`src/rtl/bin_to_bcd_seq.sv`:
```
// Sequential binary-to-BCD converter (shift-and-add-3), one bit per clock,
// with start/busy/done handshake and overflow flag for undersized digit counts.
module bin_to_bcd_seq #(
  parameter int unsigned WIDTH  = 8,
  parameter int unsigned DIGITS = 3
) (
  input  logic                  clk,
  input  logic                  rst_n,
  input  logic                  start,
  input  logic [WIDTH-1:0]      bin,
  output logic                  busy,
  output logic                  done,
  output logic [4*DIGITS-1:0]   bcd,
  output logic                  ovf
);

  localparam int unsigned BW = 4 * DIGITS;
  localparam int unsigned CW = $clog2(WIDTH + 1);

  typedef enum logic [1:0] {IDLE, CONV, FIN} state_t;

  state_t            state_q, state_nxt;
  logic [WIDTH-1:0]  sh_q, sh_nxt;
  logic [BW-1:0]     scr_q, scr_adj, scr_nxt;
  logic [CW-1:0]     cnt_q;
  logic              sticky_q, sticky_nxt;
  logic              load, step, last;

  // State register
  always_ff @(posedge clk or negedge rst_n) begin
    if (!rst_n) state_q <= IDLE;
    else        state_q <= state_nxt;
  end

  // Next-state and datapath controls
  always_comb begin
    state_nxt = state_q;
    load      = 1'b0;
    step      = 1'b0;
    last      = 1'b0;
    case (state_q)
      IDLE: begin
        if (start) begin
          load      = 1'b1;
          state_nxt = CONV;
        end
      end
      CONV: begin
        step = 1'b1;
        if (cnt_q == CW'(1)) begin
          last      = 1'b1;
          state_nxt = FIN;
        end
      end
      FIN: begin
        if (start) begin
          load      = 1'b1;
          state_nxt = CONV;
        end else begin
          state_nxt = IDLE;
        end
      end
      default: state_nxt = IDLE;
    endcase
  end

  // One double-dabble step: per-digit add-3, then shift the whole chain left
  always_comb begin
    scr_adj = scr_q;
    for (int k = 0; k < int'(DIGITS); k++) begin
      if (scr_q[4*k +: 4] >= 4'd5) scr_adj[4*k +: 4] = scr_q[4*k +: 4] + 4'd3;
    end
    scr_nxt    = {scr_adj[BW-2:0], sh_q[WIDTH-1]};
    sh_nxt     = {sh_q[WIDTH-2:0], 1'b0};
    sticky_nxt = sticky_q | scr_adj[BW-1];
  end

  // Conversion datapath and registered outputs
  always_ff @(posedge clk or negedge rst_n) begin
    if (!rst_n) begin
      sh_q     <= '0;
      scr_q    <= '0;
      cnt_q    <= '0;
      sticky_q <= 1'b0;
      bcd      <= '0;
      ovf      <= 1'b0;
      busy     <= 1'b0;
      done     <= 1'b0;
    end else begin
      if (load) begin
        sh_q     <= bin;
        scr_q    <= '0;
        sticky_q <= 1'b0;
        cnt_q    <= CW'(WIDTH);
      end else if (step) begin
        sh_q     <= sh_nxt;
        scr_q    <= scr_nxt;
        sticky_q <= sticky_nxt;
        cnt_q    <= cnt_q - CW'(1);
      end
      if (last) begin
        bcd <= scr_nxt;
        ovf <= sticky_nxt;
      end
      busy <= (state_nxt == CONV);
      done <= (state_nxt == FIN);
    end
  end

endmodule

```
`config.mk`:
```
export PLATFORM = sky130hd
export DESIGN_NAME = bin_to_bcd_seq
export DESIGN_NICKNAME = d
export VERILOG_FILES = /design/src/rtl/bin_to_bcd_seq.sv
export SDC_FILE = /design/constraint.sdc
export NUM_CORES = 1
export LEC_CHECK = 0
export ABC_AREA = 1
export CAP_MARGIN = 10
export CORE_MARGIN = 2
export CORE_UTILIZATION = 35
export CTS_BUF_LIST = sky130_fd_sc_hd__clkbuf_2
export CTS_CLUSTER_SIZE = 28
export DETAILED_ROUTE_END_ITERATION = 16
export PLACE_DENSITY_LB_ADDON = 0.2
export SLEW_MARGIN = 20
export SYNTH_ARGS = -nofsm -noshare
export SYNTH_HDL_FRONTEND = slang
export SYNTH_SLANG_ARGS = --single-unit
```
`constraint.sdc`:
```
create_clock -name clk -period 2.2 [get_ports clk]
set_input_delay 0.33 -clock clk [delete_from_list [all_inputs] [get_ports clk]]
set_output_delay 0.33 -clock clk [all_outputs]
set_load 0.05 [all_outputs]
```
Word level (Yosys, flattened, before mapping)
Cells that the tools add are included.
{"block": "totals", "regBits": 42, "in_bits": 11, "out_inout_bits": 15, "wordCells": 45}
{"block": "classes", "n_addsub": 4, "order_cmp": 3, "n_eq_ne": 5, "mux": 20, "bitwise": 1, "n_reduce_logical": 3}
{"cell": "two-way mux 12 bit", "n": 2}
{"cell": "two-way mux 4 bit", "n": 5}
{"cell": "two-way mux 8 bit", "n": 2}
{"cell": "adder 4 x 2 -> 4 bit, second input constant", "n": 3}
{"cell": ">= comparator 4 x 3 -> 1 bit, second input constant", "n": 3}
{"cell": "two-way mux 1 bit", "n": 8}
{"cell": "case mux 2 bit (3 select lines)", "n": 1}
{"cell": "equality test 2 x 1 -> 1 bit, second input constant", "n": 2}
{"cell": "equality test 2 bit, second input constant", "n": 2}
{"cell": "equality test 4 x 1 -> 1 bit, second input constant", "n": 1}
{"cell": "two-way mux 2 bit", "n": 2}
{"cell": "subtractor 4 x 1 -> 4 bit, second input constant", "n": 1}
{"cell": "zero test 2 bit", "n": 1}
{"cell": "nonzero test 2 bit", "n": 1}
{"cell": "OR reduction 2 bit", "n": 1}
{"cell": "OR 1 bit", "n": 1}

Longest topological paths before layout
Gate-level depths: netlist (run 1).
{"block": "depth", "depth_word": 5, "mapped_depth": 10, "ltp_nobuf": 10}

Least setup slack after synthesis (run 1)
No wires, ideal clock.
{"block": "synth_path", "path_type": "reg2reg", "from": "register scr_q[0]", "to": "register bcd[1]", "setup_time_ns": 0.066, "t_arrival_ns": 1.154, "t_required_ns": 2.134, "path_slack_ns": 0.980, "path_stages_with_launch": 9, "path_buffers": 0, "period_less_slack_ns": 1.220, "path_cell_list": "dfrtp_1 inv_1 ha_1 inv_1 o21ai_1 nand2_1 nand2_1 nand3_1 nand2_1"}
{"block": "synth_between", "elab_chain_len": 2, "elab_cells_between_ends": 3, "classes_between": "add/sub: 1; order compare: 1; mux: 1"}
{"element": "from (decl)", "line_no": "24", "source": "logic [BW-1:0] scr_q, scr_adj, scr_nxt;"}
{"element": "from (signal assigned)", "line_no": "97", "source": "scr_q <= scr_nxt;"}
{"element": "adder 4 x 2 -> 4 bit / >= comparator 4 x 3 -> 1 bit (equally long branches)", "line_no": "71", "source": "if (scr_q[4*k +: 4] >= 4'd5) scr_adj[4*k +: 4] = scr_q[4*k +: 4] + 4'd3;"}
{"element": "two-way mux 4 bit (*)", "line_no": "71"}
{"element": "to (signal assigned)", "line_no": "102", "source": "bcd <= scr_nxt;"}
{"element": "to (decl)", "line_no": "13", "source": "output logic [4*DIGITS-1:0] bcd,"}
Every way passes the cells marked *; elsewhere a longest branch is shown, timed or not.
A chain may end at the register's enable or synchronous reset.

Worst setup path after layout (run 1)
{"block": "layout_path", "from": "register bcd[3]", "to": "output port bcd[3]"}
No word-level cell between the ends.

==> results of run 1 <==
-- routing by layer --
metal	track usage, %	share of wire, %	up-vias
met5	0	0	-
met4	4.138	0.97	0
met3	3.507	3.3	4
met2	22.77	46	17
met1	19.42	50	713
li1	-	-	790
-- power by group --
group | switching, W | internal (W)
logic | 0.00137 | 0.000683
clock network | 0.000243 | 0.0000784
registers | 0.000222 | 0.00113
-- layout make-up --
type / count / share of cell area, %
Clock buffer: 6 / 1.281
Inverter: 37 / 5.926
Timing Repair Buffer: 27 / 11.21
Clock inverter: 2 / 0.3737
Tap cell: 72 / 3.844
Sequential cell: 42 / 44.85
Multi-Input combinational cell: 143 / 32.51
-- per-stage QoR --
| stage | instances | setup slack [ns] |
|---|---|---|
| after floorplan | 227 | 0.9797 |
| after global placement | 320 | 0.6928 |
| after detailed placement | 320 | 0.6856 |
| after CTS | 329 | 0.2240 |
| after global routing | 329 | 0.1552 |
| final | 329 | 0.2394 |
-- cells by family (layout without fill, tap and decap cells) --
logic type / Yosys count / count (layout) / share of synthesized area, %
DFF: 42 / 42 / 52.70
buffers and inverters: 42 / 72 / 9.096
adders and majority gates: 8 / 8 / 5.019
xor gates and xnor gates: 1 / 1 / 0.4392
and+or+nand+nor: 97 / 97 / 21.33
AOI/OAI and AO/OA: 37 / 37 / 11.42
-- cells in the mapped netlist --
cell type and number:
nand2_4 2, o22ai_1 6, nand3_2 1, o21ai_2 1, dfrtp_1 42, inv_1 34
nand3_1 24, xnor2_1 1, a21oi_1 4, ha_1 8, o21ai_1 4, o211ai_1 2
nor2_1 2, inv_2 3, o21ai_0 13, nand2_2 1, buf_6 2, buf_2 1
nand2_1 66, buf_4 2, nor2_4 1, o221ai_1 7
-- what timing repair did --
item                                    in CTS  in global routing
hold buffers                                 1                  0
endpoints found under the hold margin       42                  0
endpoints found under the setup margin       0                  0
-- flip-flops by register name, summed over array words and instances, names as in the netlist --
name      flops
scr_q        12
done          1
cnt_q         4
state_q       2
sh_q          8
busy          1
sticky_q      1
bcd          12
ovf           1
-- path summary, 6_finish.rpt --
| kind | cells after the start | endpoint | start | slack [ns] |
|---|---|---|---|---|
| min in group asynchronous | 3 | scr_q[2] | rst_n | 0.51 |
| hold reg to reg | 2 | bcd[5] | bcd[5] | 0.51 |
| setup reg to reg | 7 | bcd[7] | cnt_q[1] | 0.69 |
| hold / removal | 3 | sh_q[0] | bin[0] | 0.46 |
| max in group asynchronous | 3 | bcd[9] | rst_n | 1.32 |
| setup / recovery | 1 | bcd[3] | bcd[3] | 0.24 |
==> metrics.md, run 1 <==
| Metric | Value |
|---|---|
| Initial antenna violation count | `0` |
| Slew Limit Headroom | `64.24%` |
| H-tree depth | `2` |
| Total CTS buffers | `5` |
| # Post-CTS Setup Buffers | `0` |
| WL/cell | `11.91 um` |
| Min cycle time layout | `1.961 ns` |
| Slew @ Worst Pin | `0.5364 ns` |
| Reg area | `1051 um^2` |
| Port Buf Inserts | `25` |
| DIE WIDTH | `79.49 um` |
| CP arrival | `1.63 ns` |
| Delay of the slowest cell on the worst path | `0.82 ns` |
| Required @ worst endpoint | `1.87 ns` |
| # setup viols final | `0` |
| Vias in the first global route | `1486` |
| Most common cell after layout, fill and taps aside | `nand2_1` |
| Yosys reg bits | `42` |
| Multi-input logic area | `762.0 um^2` |
| RSZ-0062 raised after global routing | `false` |
| Crit. End Element | `primary output` |
| Power Total | `0.003722 W` |
| Max-cap viol count | `0` |
| Detail Placement HPWL | `2695 um` |
| DR iter-0 viols | `73` |
| Ys Warns | `0` |
| Clock Sinks | `42` |
| # diodes | `0` |
| Seq/Total Area, Yosys | `52.70%` |
| Yosys top cell area share | `52.70%` |
| PwrDens | `1588 nW/um^2` |
| Clock latency on the worst-skew pair | `0.39 ns` |
| CP top delay family | `buffers and inverters` |
| Area growth syn-to-layout | `17.50%` |
| Die Y | `79.49 um` |
| FILL cells | `560` |
| P_leak | `1.173 nW` |
| Reg clk slew, reported paths | `0.21 ns` |
| Post-route core utilization | `42.56%` |
| DRC viols | `0` |
| Netlist cell types | `22` |
| Crit-path cells | `clkdlybuf4s50_1` |
| First-pass GRT wire length | `6989 um` |
| Vias | `1524` |
| CP Class | `flip-flop to primary output` |
| Hold Vio Cnt, Final | `0` |
| Largest net degree at the start of global routing | `43` |
| Most frequent cells in the layout | `nand2_1, dfrtp_1, inv_1` |
| Root buffer cell | `clkbuf_2` |
| Avg Cell Area, Syn | `8.786 um^2` |
| Vias per cell | `4.632` |
| Pins Over Slew Limit | `0` |
| Num rows | `27` |
| Routed Antenna Nets | `0` |
| CP max FO | `2` |
| Setup TNS | `0 ns` |
| Io pins | `26` |
| Area contributors post-synth | `dfrtp_1, nand2_1, inv_1, nand3_1, ha_1` |
| Worst Path Buf+Inv | `1` |
| Design area | `2344 um^2` |
| Grt total ovfl | `0` |
| Placed Area | `2295 um^2` |
| Max clock buf depth | `2` |
| Largest area contributor in the netlist | `dfrtp_1` |
| Status | `complete, no violations` |
| Slowest cell on crit path | `clkdlybuf4s50_1` |
| VDD IR max | `634.1 uV` |
| GPL Wtd Cong | `0.7303` |
| Final net count | `275` |
| Worst Skew | `0.009257 ns` |
| Global Route Usage Sum | `14.33%` |
| Mapped Nets | `246` |
| Routed WL | `3917 um` |
| Post-route clock period utilization | `89.12%` |
| Hold Path Class | `input pin to flip-flop` |
| Die area | `6318 um^2` |
| PostCTS Resize Cnt | `0` |
| Synth Instances | `227` |
| CP startpoint kind | `flip-flop` |
| Starting Density | `36.22%` |
| Fmax | `0.5100 GHz` |
| Layout cells sized above 1 | `7.004%` |
| Synthesized cell area | `1994 um^2` |
| Hold_ws | `0.4556 ns` |
| CTS tree | `built` |
| 1st-pass router iterations | `4` |
| Core ar. | `5507 um^2` |
No activity file was read; power rests on OpenSTA's default activity.
==> inputs of run 2 (changes only) <==
PLACE_DENSITY = 0.63   (was not set)
PLACE_DENSITY_LB_ADDON = not set   (was 0.2)
==> run 2 against run 1 <==
  * Setup slack gained 0.032 ns
  * Count of clock-buffer cells in the layout is 1 lower
  * Critical path type unchanged
  * Global-route usage fell by 0.47 points
  * Largest cell class unchanged
  * Critical path depth did not move
  * Highest routed layer unchanged
  * Wire length shrank 1.0%
  * Power shrank 0.23%
==> metrics.md, run 2 (synthesis results as in run 1) <==
| Metric | Value |
|---|---|
| Area growth syn-to-layout | `17.63%` |
| CTS tree | `built` |
| CP startpoint kind | `flip-flop` |
| Final net count | `275 (unchanged)` |
| Crit Reg-Reg Startpoint | `cnt_q[1]` |
| Max clock buf depth | `2 (unchanged)` |
| Clock Sinks | `42 (unchanged)` |
| Total CTS buffers | `5 (unchanged)` |
| Min cycle time layout | `1.928 ns (-0.03226 ns)` |
| Worst Skew | `0.02190 ns (+0.01264 ns)` |
| Delay of the slowest cell on the worst path | `0.80 ns (-0.02 ns)` |
| Starting Density | `36.22% (unchanged)` |
| # diodes | `0 (unchanged)` |
| WHS Endpoint | `sh_q[0]` |
| Most frequent cells in the layout | `nand2_1, dfrtp_1, inv_1` |
| CP Launch Point | `bcd[2]` |
| Routed Antenna Nets | `0 (unchanged)` |
| Root buffer cell | `clkbuf_2` |
| Top Registers | `bcd x12, scr_q x12, sh_q x8` |
| WL/cell | `11.79 um (-1.0%)` |
| RSZ-0062 raised after global routing | `false` |
| Post-route clock period utilization | `87.65% (-1.5 points)` |
| Die Y | `79.49 um (unchanged)` |
| Crit. End Element | `primary output` |
| Status | `complete, no violations` |
| Initial antenna violation count | `0 (unchanged)` |
| Reg-to-Reg End | `bcd[3]` |
| H-tree depth | `2 (unchanged)` |
| Vias per cell | `4.657 (+0.52%)` |
| CP arrival | `1.60 ns (-0.03 ns)` |
| Io pins | `26 (unchanged)` |
| Global Route Usage Sum | `13.86% (-0.47 points)` |
| Hold Path Class | `input pin to flip-flop` |
| Num rows | `27 (unchanged)` |
| DR iter-0 viols | `102 (+40%)` |
| DIE WIDTH | `79.49 um (unchanged)` |
| # Post-CTS Setup Buffers | `0 (unchanged)` |
| Worst Hold Depth | `3 (unchanged)` |
| Required @ worst endpoint | `1.87 ns (about the same)` |
| Layout Cells excl Fill | `329 (unchanged)` |
| Worst Path Buf+Inv | `1 (unchanged)` |
| Largest net degree at the start of global routing | `43 (unchanged)` |
| Detail Placement HPWL | `2692 um (-0.12%)` |
| Clock latency on the worst-skew pair | `0.39 ns (about the same)` |
| Max-cap viol count | `0 (unchanged)` |
| Crit-path cells | `clkdlybuf4s50_1` |
| Pins Over Slew Limit | `0 (unchanged)` |
| Placed Instances | `320 (unchanged)` |
| Layout cells sized above 1 | `7.004% (unchanged)` |
| 1st-pass router iterations | `6 (+2)` |
| Vias in the first global route | `1532 (+3.1%)` |
| Routed WL | `3878 um (-1.0%)` |
| PwrDens | `1583 nW/um^2 (-0.34%)` |
| Reg clk slew, reported paths | `0.22 ns (about the same)` |
| Vias | `1532 (+0.52%)` |
| Hold Vio Cnt, Final | `0 (unchanged)` |
| HP Start | `bin[0]` |
| Die area | `6318 um^2 (unchanged)` |
| Most common cell after layout, fill and taps aside | `nand2_1` |
| Core ar. | `5507 um^2 (unchanged)` |
| Setup TNS | `0 ns (unchanged)` |
| Port Buf Inserts | `25 (unchanged)` |
| CP Class | `flip-flop to primary output` |
| Slew @ Worst Pin | `0.5315 ns (-0.004928 ns)` |
| P_leak | `1.169 nW (-0.34%)` |
| First-pass GRT wire length | `6789 um (-2.9%)` |
| Grt total ovfl | `0 (unchanged)` |
| Slowest cell on crit path | `clkdlybuf4s50_1` |
| Fmax | `0.5186 GHz (+1.7%)` |
| Worst reg2reg setup slack | `0.67 ns (-0.02 ns)` |
| DRC viols | `0 (unchanged)` |
| CP max FO | `2 (unchanged)` |
| Cells on worst reg2reg path | `7 (unchanged)` |
| CP top delay family | `buffers and inverters` |
| VDD IR max | `608.9 uV (-4.0%)` |
| Slew Limit Headroom | `64.57% (+0.33 points)` |
| # setup viols final | `0 (unchanged)` |
| GPL Wtd Cong | `0.8152 (+12%)` |
-- run 2: cell types whose count changed in the layout (fill, tap and decap cells not counted), sizes merged --
cell      before  now
clkbuf         6    5
clkinvlp       0    1
-- run 2: layout make-up --
cell class,count,area (um^2)
multi-input combinational,143,762.0
timing repair buffer,27,262.8
fill,560,3161
tap,72,90.09
inverter,37,138.9
clock inverter,3,16.27
clock buffer,5,25.02
sequential,42,1051
-- run 2: worst reg2reg max path: cells and delay by family, from the launching register on --
kind / cells / cell delay [ns]
buffers and inverters: 2 / 0.31
adders and majority gates: 1 / 0.17
AOI/OAI and AO/OA: 1 / 0.07
and+or+nand+nor: 3 / 0.46
DFF: 1 / 0.42
-- run 2: report_power, final --
part           internal (W)  switching, W  total [W]
Clock             0.0000726      0.000248   0.000321
Sequential          0.00113      0.000216    0.00134
Combinational      0.000687       0.00136    0.00205
Total               0.00189       0.00183    0.00371
-- run 2: through the flow --
| step | hold slack [ns] | total power, W | util, % | setup slack (ns) | area (um^2) |
|---|---|---|---|---|---|
| final | 0.4586 | 0.003713 | 42.60 | 0.2716 | 2346 |
| after global routing | 0.4177 | 0.004086 | 42.60 | 0.1720 | 2346 |
| after global placement | 0.4303 | 0.003395 | 41.67 | 0.6929 | 2295 |
| after CTS | 0.4387 | 0.003761 | 42.60 | 0.2322 | 2346 |
| after detailed placement | 0.4324 | 0.003429 | 41.67 | 0.6680 | 2295 |
| after floorplan | 0.03441 | 0.002902 | - | 0.9797 | 1994 |
-- run 2: routing by layer --
| metal | part of all wire (%) | track usage, % | vias up |
|---|---|---|---|
| met5 | 0 | 0 | - |
| met4 | 1.8 | 5.517 | 0 |
| met3 | 3.3 | 3.507 | 6 |
| met2 | 48 | 22.77 | 24 |
| met1 | 47 | 17.43 | 709 |
| li1 | - | - | 793 |
-- run 2: timing repair --
action,in CTS,in global routing
hold buffers,1,0
resized for setup,0,0
endpoints found under the hold margin,42,0
-- run 2: how the worst max path moves through the flow --
stage                     cells after the start        to  slack, ns
after floorplan                               8    bcd[1]       0.98
after global placement                        6  scr_q[4]       0.69
after detailed placement                      7    bcd[3]       0.67
after CTS                                     1    bcd[2]       0.23
after global routing                          1       ovf       0.17
final                                         1    bcd[2]       0.27
==> inputs of run 3 (changes only) <==
ABC_CLOCK_PERIOD_IN_PS = 2200   (was not set)
CTS_CLUSTER_SIZE = 16   (was 28)
==> results of run 3 <==
No change in the layout: final DEF, timing and power equal those of run 2.
